### config.mk
export PLATFORM = sky130hd
export DESIGN_NAME = pwm_cmp_shadow
export DESIGN_NICKNAME = d
export VERILOG_FILES = /design/src/rtl/pwm_pkg.sv /design/src/rtl/pwm_cmp_shadow.sv
export SDC_FILE = /design/constraint.sdc
export NUM_CORES = 1
export LEC_CHECK = 0
export BUFFER_PORTS_ARGS = -buffer_cell sky130_fd_sc_hd__buf_2
export CAP_MARGIN = 20
export CORE_ASPECT_RATIO = 1.5
export CORE_UTILIZATION = 48
export CTS_CLUSTER_DIAMETER = 30
export CTS_CLUSTER_SIZE = 12
export DETAILED_ROUTE_END_ITERATION = 12
export GPL_ROUTABILITY_DRIVEN = 0
export HOLD_SLACK_MARGIN = 0.05
export PLACE_DENSITY = 0.74
export SLEW_MARGIN = 20
export SYNTH_ARGS = -nofsm -noshare
export SYNTH_HDL_FRONTEND = slang
export SYNTH_SLANG_ARGS = --single-unit
### constraint.sdc
create_clock -name clk -period 6.9 [get_ports clk]
set_input_delay 1.38 -clock clk [delete_from_list [all_inputs] [get_ports clk]]
set_output_delay 1.38 -clock clk [all_outputs]
set_load 0.01 [all_outputs]
### src/rtl/pwm_pkg.sv
// Shared defaults and state encoding for the PWM timebase controller.
package pwm_pkg;
  localparam int WIDTH_DEF  = 17;
  localparam int HRBITS_DEF = 3;
  localparam int CW_DEF     = WIDTH_DEF - HRBITS_DEF;

  typedef enum logic {IDLE = 1'b0, RUN = 1'b1} state_t;

  function automatic int coarse_w(input int width, input int hrbits);
    return width - hrbits;
  endfunction
endpackage

### src/rtl/pwm_cmp_shadow.sv
// Compare shadow register: handshake, coarse range check against the live
// period, and atomic copy into the active compares on every wrap event.
import pwm_pkg::*;

module pwm_cmp_shadow #(
  parameter int WIDTH  = WIDTH_DEF,
  parameter int HRBITS = HRBITS_DEF
) (
  input  logic                      clk,
  input  logic                      rst,
  input  logic                      wrap_ev,
  input  logic [WIDTH-HRBITS-1:0]   period,
  input  logic                      cmd_valid,
  output logic                      cmd_ready,
  input  logic [WIDTH-1:0]          cmd_cmpL,
  input  logic [WIDTH-1:0]          cmd_cmpH,
  output logic [WIDTH-1:0]          cmpL,
  output logic [WIDTH-1:0]          cmpH,
  output logic                      cmd_err
);
  logic             full;
  logic [WIDTH-1:0] sh_l, sh_h;
  logic             accept, bad;

  assign cmd_ready = ~full;
  assign accept    = cmd_valid & ~full;
  // Range check uses the live period input, not the latched one.
  assign bad       = (cmd_cmpL[WIDTH-1:HRBITS] > period) ||
                     (cmd_cmpH[WIDTH-1:HRBITS] > period);

  always_ff @(posedge clk or posedge rst) begin
    if (rst) begin
      full    <= 1'b0;
      sh_l    <= '0;
      sh_h    <= '0;
      cmpL    <= '0;
      cmpH    <= '0;
      cmd_err <= 1'b0;
    end else begin
      cmd_err <= accept & bad;
      // A full shadow blocks accept, so drain and fill never collide.
      if (wrap_ev && full) begin
        cmpL <= sh_l;
        cmpH <= sh_h;
        full <= 1'b0;
      end else if (accept && !bad) begin
        sh_l <= cmd_cmpL;
        sh_h <= cmd_cmpH;
        full <= 1'b1;
      end
    end
  end
endmodule

==> flow_summary.yaml, run 1 <==
finish:
  finish.utilization_pct: 60.6
  synthToLayoutAreaGrowth_pct: 21.7
  final_cell_mix: "buf_2, dfrtp_1, mux2_2"
  diodes: 0
  mostFrequentLayoutCell: "buf_2"
  nFillCells: 551
  fin_nets: 410
  drive_gt1_share_pct: 51.9
die:
  die_area_mm2: 0.00712
  ios: 88
  start_util_pct: 49.8
  num_rows: 36
  die_y_um: 103
  core_mm2: 0.00653
  die_x_um: 69.2
worst_hold_path:
  holdCritStartpoint: "sh_l[3]"
  hold_class: "flip-flop to flip-flop"
global_routing:
  grt_pass1_wl_um: 10100
  grt_max_degree: 71
  grt_pass1_vias: 2153
  overflow: 0
  grt_use_total_pct: 18.8
  antenna_found_initial: 0
timing:
  finClkSkew_ns: 0.0104
  max_slew_margin_pct: 42.7
  fin_crit_sh_pct: 50.5
  slew_violations: 0
  setup_viol: 0
  tightest_slew_ns: 0.859
  finalSetupTns_ns: 0
  grt_setup_unrepaired: "false"
  finalHoldViolations: 0
  fin_crit_ns: 3.48
  timing.fmax_ghz: 0.287
cts:
  cts_tree: "built"
  h-tree-depth: 3
  ctsHoldBuffers: 0
  clkLatencyLatePin_ns: 0.35
  cts_resized: 0
  postCtsSetupBuffers: 0
  root_buffer: "clkbuf_8"
  numCtsBuffers: 9
  cts_buffer_depth: 2
  clk_pin_slew_ns: 0.07
  numClockSinks: 70
setup_path:
  arrival_ns: 3.72
  worstSetupEndpointType: "flip-flop"
  r2r-start: "full"
  cp_max_fo: 28
  cp_top_family: "simple AND/OR/NAND/NOR gates"
  path_class: "input pin to flip-flop"
  crit_required_ns: 7.13
  cp-start-kind: "input pin"
  path_cells: "buf_2 -> inv_1 -> ha_1 -> and4_1 -> o21ai_1 -> a311oi_1 -> o31a_1 -> nor3_4 -> buf_4 -> mux2_2"
  cpPeakStageDelay_ns: 0.41
  crit_buf_inv: 3
  slowest_stage: "buf_4"
  worstSetupStartpoint: "period[4]"
synth:
  avgSynthCellArea_um2: 13.8
  synth_top_area_share_pct: 53.8
  ys_types: 21
  netlist_area_mm2: 0.00325
  synthCells: 235
  syn_nets: 315
  synth.top_cells.by_area: "dfrtp_1, mux2_2, ha_1"
  yosysWarnings: 0
  synth-seq-cells: 70
  synth_seq_area_share_pct: 53.8
  yosysTopAreaCell: "dfrtp_1"
place:
  dp_hpwl_um: 4830
  io_buffer_count: 87
routing:
  ant_nets: 0
  drcViolationCount: 0
  viasPerCell: 5.23
  num_vias: 2150
  drt_wl_total_um: 6420
  firstDrtPassIters: 4
  wl_per_cell_um: 15.6
  drt-initial-drc-count: 95
power:
  p_leak_nw: 1.98
  p_per_area_mw_per_mm2: 361
  peakVddDrop_mv: 0.205
outcome:
  outcome: "finished clean"
job:
  cap_violations: 0
cell type report:
class	instances	area, um2	area share, %
flip-flops and latches	70	1750	44.2
multi-input cells	142	1390	35.2
repair buffers	90	458	11.6
clock buffers	11	141	3.57
well taps	76	95.1	2.40
inverters	17	63.8	1.61
clock inverters	5	57.6	1.45
logic make-up after synthesis:
logic type	count (synthesis)	synth area share (%)
AO/OA/AOI/OAI	23	4.39
adder cells (fa/ha/maj)	28	10.8
buffers and inverters	23	3.35
flip-flops	70	53.8
multiplexers	68	23.5
AND/OR/NAND/NOR	23	4.12
sequential cells by signal (all words and copies together), names as in the netlist:
register  count
cmpH         17
cmpL         17
sh_h         17
sh_l         17
cmd_err       1
full          1
cell usage after synthesis:
master    number
nand4_1        6
a21o_1         4
mux2_2        67
clkbuf_1       3
nor2_1         4
o21bai_1       1
nor3_4         1
dfrtp_1       70
nand2_1        4
and4_1         2
a21oi_1       10
o21ai_0        2
buf_6          3
inv_1         17
nand3_1        4
o31a_1         2
ha_1          28
o21ai_1        2
mux2_1         1
a311oi_1       2
nor2b_1        2
layer usage:
metal | routed length [um] | share of wire, % | GRT usage (%)
met5 | 0 | 0 | 0
met4 | 121 | 1.9 | 10.8
met3 | 313 | 4.9 | 3.91
met2 | 3290 | 51 | 32.3
met1 | 2690 | 42 | 21.9
path summary, 6_finish.rpt:
path,slack [ns],to,cells after the start
setup / recovery,3.42,sh_l[11],10
hold / removal,0.50,cmpL[3],1
setup reg to reg,4.96,sh_l[11],5
hold reg to reg,0.50,cmpL[3],1
max in group asynchronous,5.06,cmpH[1],3
min in group asynchronous,1.29,cmpL[2],3
per-stage QoR:
step	setup WS [ns]	power [mW]	instance area [um2]	std cells	hold slack (ns)
2_1_floorplan	3.54	0.942	3250	235	0.454
3_3_place_gp	3.07	1.09	3760	395	0.470
3_5_place_dp	3.03	1.12	3760	395	0.487
4_1_cts	3.39	1.45	3960	411	0.504
5_1_grt	3.29	1.52	3960	411	0.510
6_report	3.42	1.43	3960	411	0.496
where the power goes:
| group | leakage [nW] | switching [mW] | total (mW) | internal [mW] |
|---|---|---|---|---|
| Clock | 0.104 | 0.150 | 0.328 | 0.177 |
| Sequential | 0.836 | 0.0873 | 0.679 | 0.592 |
| Combinational | 1.04 | 0.182 | 0.421 | 0.239 |
| Total | 1.98 | 0.420 | 1.43 | 1.01 |
Note: power is estimated with default switching activity, not from simulation.
==> inputs of run 2 (changes only) <==
- CORE_UTILIZATION: 48 -> 47
- PLACE_DENSITY: 0.74 -> 0.76
- clock period: 6.9 -> 3.1 ns (I/O delays scaled with it)
==> run 2 against run 1 <==
Effect of this change:
- cell count unchanged
- critical path type unchanged
- critical path depth unchanged
- clock power increased by 100%
- core utilization decreased by 0.19 points
- combinational power increased by 130%
- highest routed layer unchanged
==> flow_summary.yaml, run 2 (same netlist as run 1, synthesis figures left out) <==
global_routing:
  grt_pass1_wl_um: 11000
  grt_use_total_pct: 19.7
  antenna_found_initial: 0
  grt_max_degree: 39
  overflow: 0
  grt_pass1_vias: 2311
cts:
  clk_pin_slew_ns: 0.06
  cts_buffer_depth: 2
  cts_resized: 0
  root_buffer: "clkbuf_8"
  clkLatencyLatePin_ns: 0.34
  numCtsBuffers: 9
  h-tree-depth: 3
  ctsHoldBuffers: 0
  postCtsSetupBuffers: 0
  numClockSinks: 70
  cts_tree: "built"
setup_path:
  worstSetupStartpoint: "period[4]"
  worstSetupEndpointType: "flip-flop"
  rrSetupSlack_ns: 1.55
  cp_max_fo: 25
  cpPeakStageDelay_ns: 0.36
  r2r-end: "sh_l[12]"
  slowest_stage: "mux2_2"
  cp-start-kind: "input pin"
  r2r-start: "full"
  path_cells: "buf_2 -> inv_1 -> ha_1 -> and4_1 -> o21ai_1 -> a311oi_1 -> o31a_1 -> nor3_4 -> buf_12 -> mux2_2"
  crit_required_ns: 3.32
  arrival_ns: 2.61
  reg2reg_depth: 5
  path_class: "input pin to flip-flop"
timing:
  finalHoldViolations: 0
  timing.fmax_ghz: 0.419
  finClkSkew_ns: 0.00956
  setup_viol: 0
  finalSetupTns_ns: 0
  slew_violations: 0
  max_slew_margin_pct: 52.3
  fin_crit_ns: 2.39
  grt_setup_unrepaired: "false"
  tightest_slew_ns: 0.714
  fin_crit_sh_pct: 77.0
finish:
  mostFrequentLayoutCell: "buf_2"
  drive_gt1_share_pct: 51.9
  synthToLayoutAreaGrowth_pct: 22.2
  nFillCells: 561
  diodes: 0
  final_cell_mix: "buf_2, dfrtp_1, mux2_2"
  design_area_mm2: 0.00398
  fin_nets: 412
  final_cell_count_no_fill: 411
routing:
  firstDrtPassIters: 4
  drt-initial-drc-count: 77
  ant_nets: 0
  viasPerCell: 5.28
  drcViolationCount: 0
  num_vias: 2172
  drt_wl_total_um: 6420
  wl_per_cell_um: 15.6
die:
  die_x_um: 69.9
  start_util_pct: 49.5
  core_mm2: 0.00658
  die_y_um: 104
  ios: 88
  num_rows: 36
  die_area_mm2: 0.00727
power:
  p_leak_nw: 1.99
  p_per_area_mw_per_mm2: 783
  finalPower_mw: 3.11
  peakVddDrop_mv: 0.466
job:
  cap_violations: 0
outcome:
  outcome: "finished clean"
place:
  dp.cells: 397
  io_buffer_count: 87
  dpl-instance-area_mm2: 0.00380
  dp_hpwl_um: 4830
worst_hold_path:
  hold_class: "input pin to asynchronous set/reset pin"
-- run 2: how the worst max path moves through the flow --
| stage | endpoint | slack, ns |
|---|---|---|
| floorplan | sh_h[10] | 0.50 |
| global placement | sh_l[13] | 0.40 |
| detailed placement | sh_l[6] | 0.35 |
| CTS | sh_l[6] | 0.71 |
| global route | sh_l[6] | 0.62 |
| finish | sh_l[12] | 0.71 |
-- run 2: final cells by class --
| type | count | area [um2] | share of cell area (%) |
|---|---|---|---|
| timing repair buffer | 92 | 498 | 12.5 |
| clock inverter | 1 | 5.00 | 0.126 |
| inverter | 17 | 63.8 | 1.61 |
| tap | 76 | 95.1 | 2.39 |
| multi-input combinational | 142 | 1390 | 35.0 |
| sequential | 70 | 1750 | 44.1 |
| clock buffer | 13 | 169 | 4.25 |
-- run 2: worst max-delay path: cells and delay by family --
family / cells / cell delay (ns)
AOI/OAI and AO/OA: 3 / 0.51
and+or+nand+nor: 2 / 0.45
buffers and inverters: 3 / 0.37
muxes: 1 / 0.36
adders and majority gates: 1 / 0.30
-- run 2: where the power goes --
| part | switching [mW] | total [mW] | internal [mW] | leakage (nW) |
|---|---|---|---|---|
| registers | 0.187 | 1.50 | 1.32 | 0.836 |
| logic | 0.410 | 0.951 | 0.541 | 1.06 |
| clock network | 0.309 | 0.655 | 0.346 | 0.0914 |
| total | 0.906 | 3.11 | 2.20 | 1.99 |
-- run 2: through the flow --
stage | worst slack, ns | hold WS (ns) | utilization, %
2_1_floorplan | 0.497 | 0.454 | -
3_3_place_gp | 0.396 | 0.477 | 57.8
3_5_place_dp | 0.352 | 0.472 | 57.8
4_1_cts | 0.714 | 0.410 | 60.4
5_1_grt | 0.625 | 0.444 | 60.4
6_report | 0.714 | 0.397 | 60.4
-- run 2: routing by layer --
layer | global-route usage, % | wire length (um) | vias to the layer above
li1 | - | - | 1038
met1 | 23.4 | 2670 | 1060
met2 | 33.2 | 3290 | 63
met3 | 5.33 | 340 | 11
met4 | 8.29 | 116 | 0
met5 | 0 | 0 | -
==> inputs of run 3 (changes only) <==
- CORE_UTILIZATION: 47 -> 48
- PLACE_DENSITY: 0.76 -> 0.74
- clock period: 3.1 -> 2.4 ns (I/O delays scaled with it)
==> run 3 against run 2 <==
Effect of this change:
- sequential share of layout area decreased by 0.86 points
- global-route usage decreased by 0.29 points
- die area decreased by 2.0%
- largest cell class unchanged
- first-iteration DRC count is 30% lower
- wire length decreased by 1.1%
- highest routed layer unchanged
- critical path type unchanged
- count of clock-buffer cells in the layout decreased by 2
==> flow_summary.yaml, run 3 (same netlist as run 1, synthesis figures left out) <==
routing:
  drcViolationCount: 0
  firstDrtPassIters: 4
  highest_layer: "met4"
  wl_met3_um: 270
  ant_nets: 0
  drt-initial-drc-count: 54
  viasPerCell: 5.20
  met2_length_um: 3300
  drt_wl_total_um: 6350
  num_vias: 2154
  wl_met1_um: 2660
  wl_per_cell_um: 15.3
power:
  p_leak_nw: 2.01
  combPwrFrac_pct: 28.8
  swShare_pct: 28.4
  seq_power_share_pct: 45.8
  switchingPower_mw: 1.21
  internal_power_mw: 3.04
  p_per_area_mw_per_mm2: 1050
  peakVddDrop_mv: 0.566
  clkPwrFrac_pct: 25.4
place:
  place_ws_ns: -0.128
  io_buffer_count: 87
  dp_hpwl_um: 4710
  dpl-instance-area_mm2: 0.00382
  dp.cells: 398
timing:
  max_slew_margin_pct: 69.5
  finalSetupTns_ns: 0
  slew_violations: 0
  fin_crit_sh_pct: 90.4
  fin_ws_ns: 0.231
  grt_setup_unrepaired: "false"
  tightest_slew_ns: 0.457
  timing.fmax_ghz: 0.461
  setup_viol: 0
  fin_crit_ns: 2.17
  finalHoldViolations: 0
  finClkSkew_ns: 0.0102
cts:
  postCtsSetupBuffers: 0
  root_buffer: "clkbuf_8"
  cts_buffer_depth: 2
  clk_pin_slew_ns: 0.08
  cts_tree: "built"
  clkLatencyLatePin_ns: 0.34
  h-tree-depth: 3
  numClockSinks: 70
  numCtsBuffers: 9
  cts_resized: 0
  ctsHoldBuffers: 0
finish:
  nFillCells: 531
  final_cell_count_no_fill: 414
  fin_nets: 413
  mostFrequentLayoutCell: "buf_2"
  final-seq-area_mm2: 0.00175
  design_area_mm2: 0.00405
  final_cell_mix: "buf_2, dfrtp_1, mux2_2"
  synthToLayoutAreaGrowth_pct: 24.6
  diodes: 0
  multi_input_area_mm2: 0.00141
  drive_gt1_share_pct: 53.0
global_routing:
  grt_pass1_wl_um: 10500
  grt_max_degree: 71
  grt_pass1_vias: 2220
  overflow: 0
  antenna_found_initial: 0
  grt_use_total_pct: 19.4
setup_path:
  r2r-start: "full"
  path_cells: "buf_2 -> inv_1 -> ha_1 -> and4_1 -> o21ai_1 -> a311oi_1 -> o31a_1 -> nor3_4 -> buf_4 -> mux2_2"
  cp-start-kind: "input pin"
  r2r-end: "sh_h[10]"
  cp_max_fo: 12
  arrival_ns: 2.40
  path_class: "input pin to flip-flop"
  slowest_stage: "mux2_2"
  rrSetupSlack_ns: 0.82
  worstSetupEndpointType: "flip-flop"
  crit_required_ns: 2.63
  reg2reg_depth: 5
  cpPeakStageDelay_ns: 0.35
worst_hold_path:
  hold_class: "input pin to asynchronous set/reset pin"
die:
  core_mm2: 0.00653
  num_rows: 36
  ios: 88
  die_x_um: 69.2
  die_y_um: 103
  start_util_pct: 49.8
  die_area_mm2: 0.00712
job:
  cap_violations: 0
outcome:
  outcome: "finished clean"
-- run 3: critical path: cells and delay by family --
kind	cells	cell delay, ns
AOI/OAI and AO/OA	3	0.45
adders and majority gates	1	0.28
buffers and inverters	3	0.39
muxes	1	0.35
and+or+nand+nor	2	0.44
-- run 3: metal layers --
metal	track usage, %	vias up
met5	0	-
met4	8.32	0
met3	6.26	8
met2	33.5	61
met1	22.2	1045
li1	-	1040
-- run 3: cell type report --
| cell class | count | area share (%) |
|---|---|---|
| clock buffer | 11 | 3.73 |
| clock inverter | 5 | 2.01 |
| inverter | 17 | 1.57 |
| multi-input combinational | 142 | 34.7 |
| sequential | 70 | 43.2 |
| tap | 76 | 2.35 |
| timing repair buffer | 93 | 12.5 |
-- run 3: power groups by stage --
stage	clock network (mW)	registers, mW	logic (mW)
final	1.08	1.95	1.23
after global routing	1.16	2.01	1.36
after global placement	0	1.95	1.21
after floorplan	0	2.07	0.644
after detailed placement	0	1.97	1.24
after CTS	1.10	1.95	1.25
-- run 3: through the flow --
stage                     utilization (%)  hold WS, ns  power (mW)
after floorplan                         -        0.454        2.71
after global placement               58.5        0.471        3.16
after detailed placement             58.5        0.475        3.22
after CTS                            62.1        0.218        4.31
after global routing                 62.1        0.223        4.53
final                                62.1        0.197        4.25
-- run 3: how the worst max path moves through the flow --
stage	startpoint	end	slack (ns)	cells past startpoint
4_1_cts	period[3]	sh_h[10]	0.22	10
3_3_place_gp	period[2]	sh_h[4]	-0.09	10
2_1_floorplan	period[2]	sh_h[10]	0.002	9
5_1_grt	period[13]	sh_h[9]	0.13	9
3_5_place_dp	period[3]	sh_h[1]	-0.13	10
6_report	period[2]	sh_h[10]	0.23	10
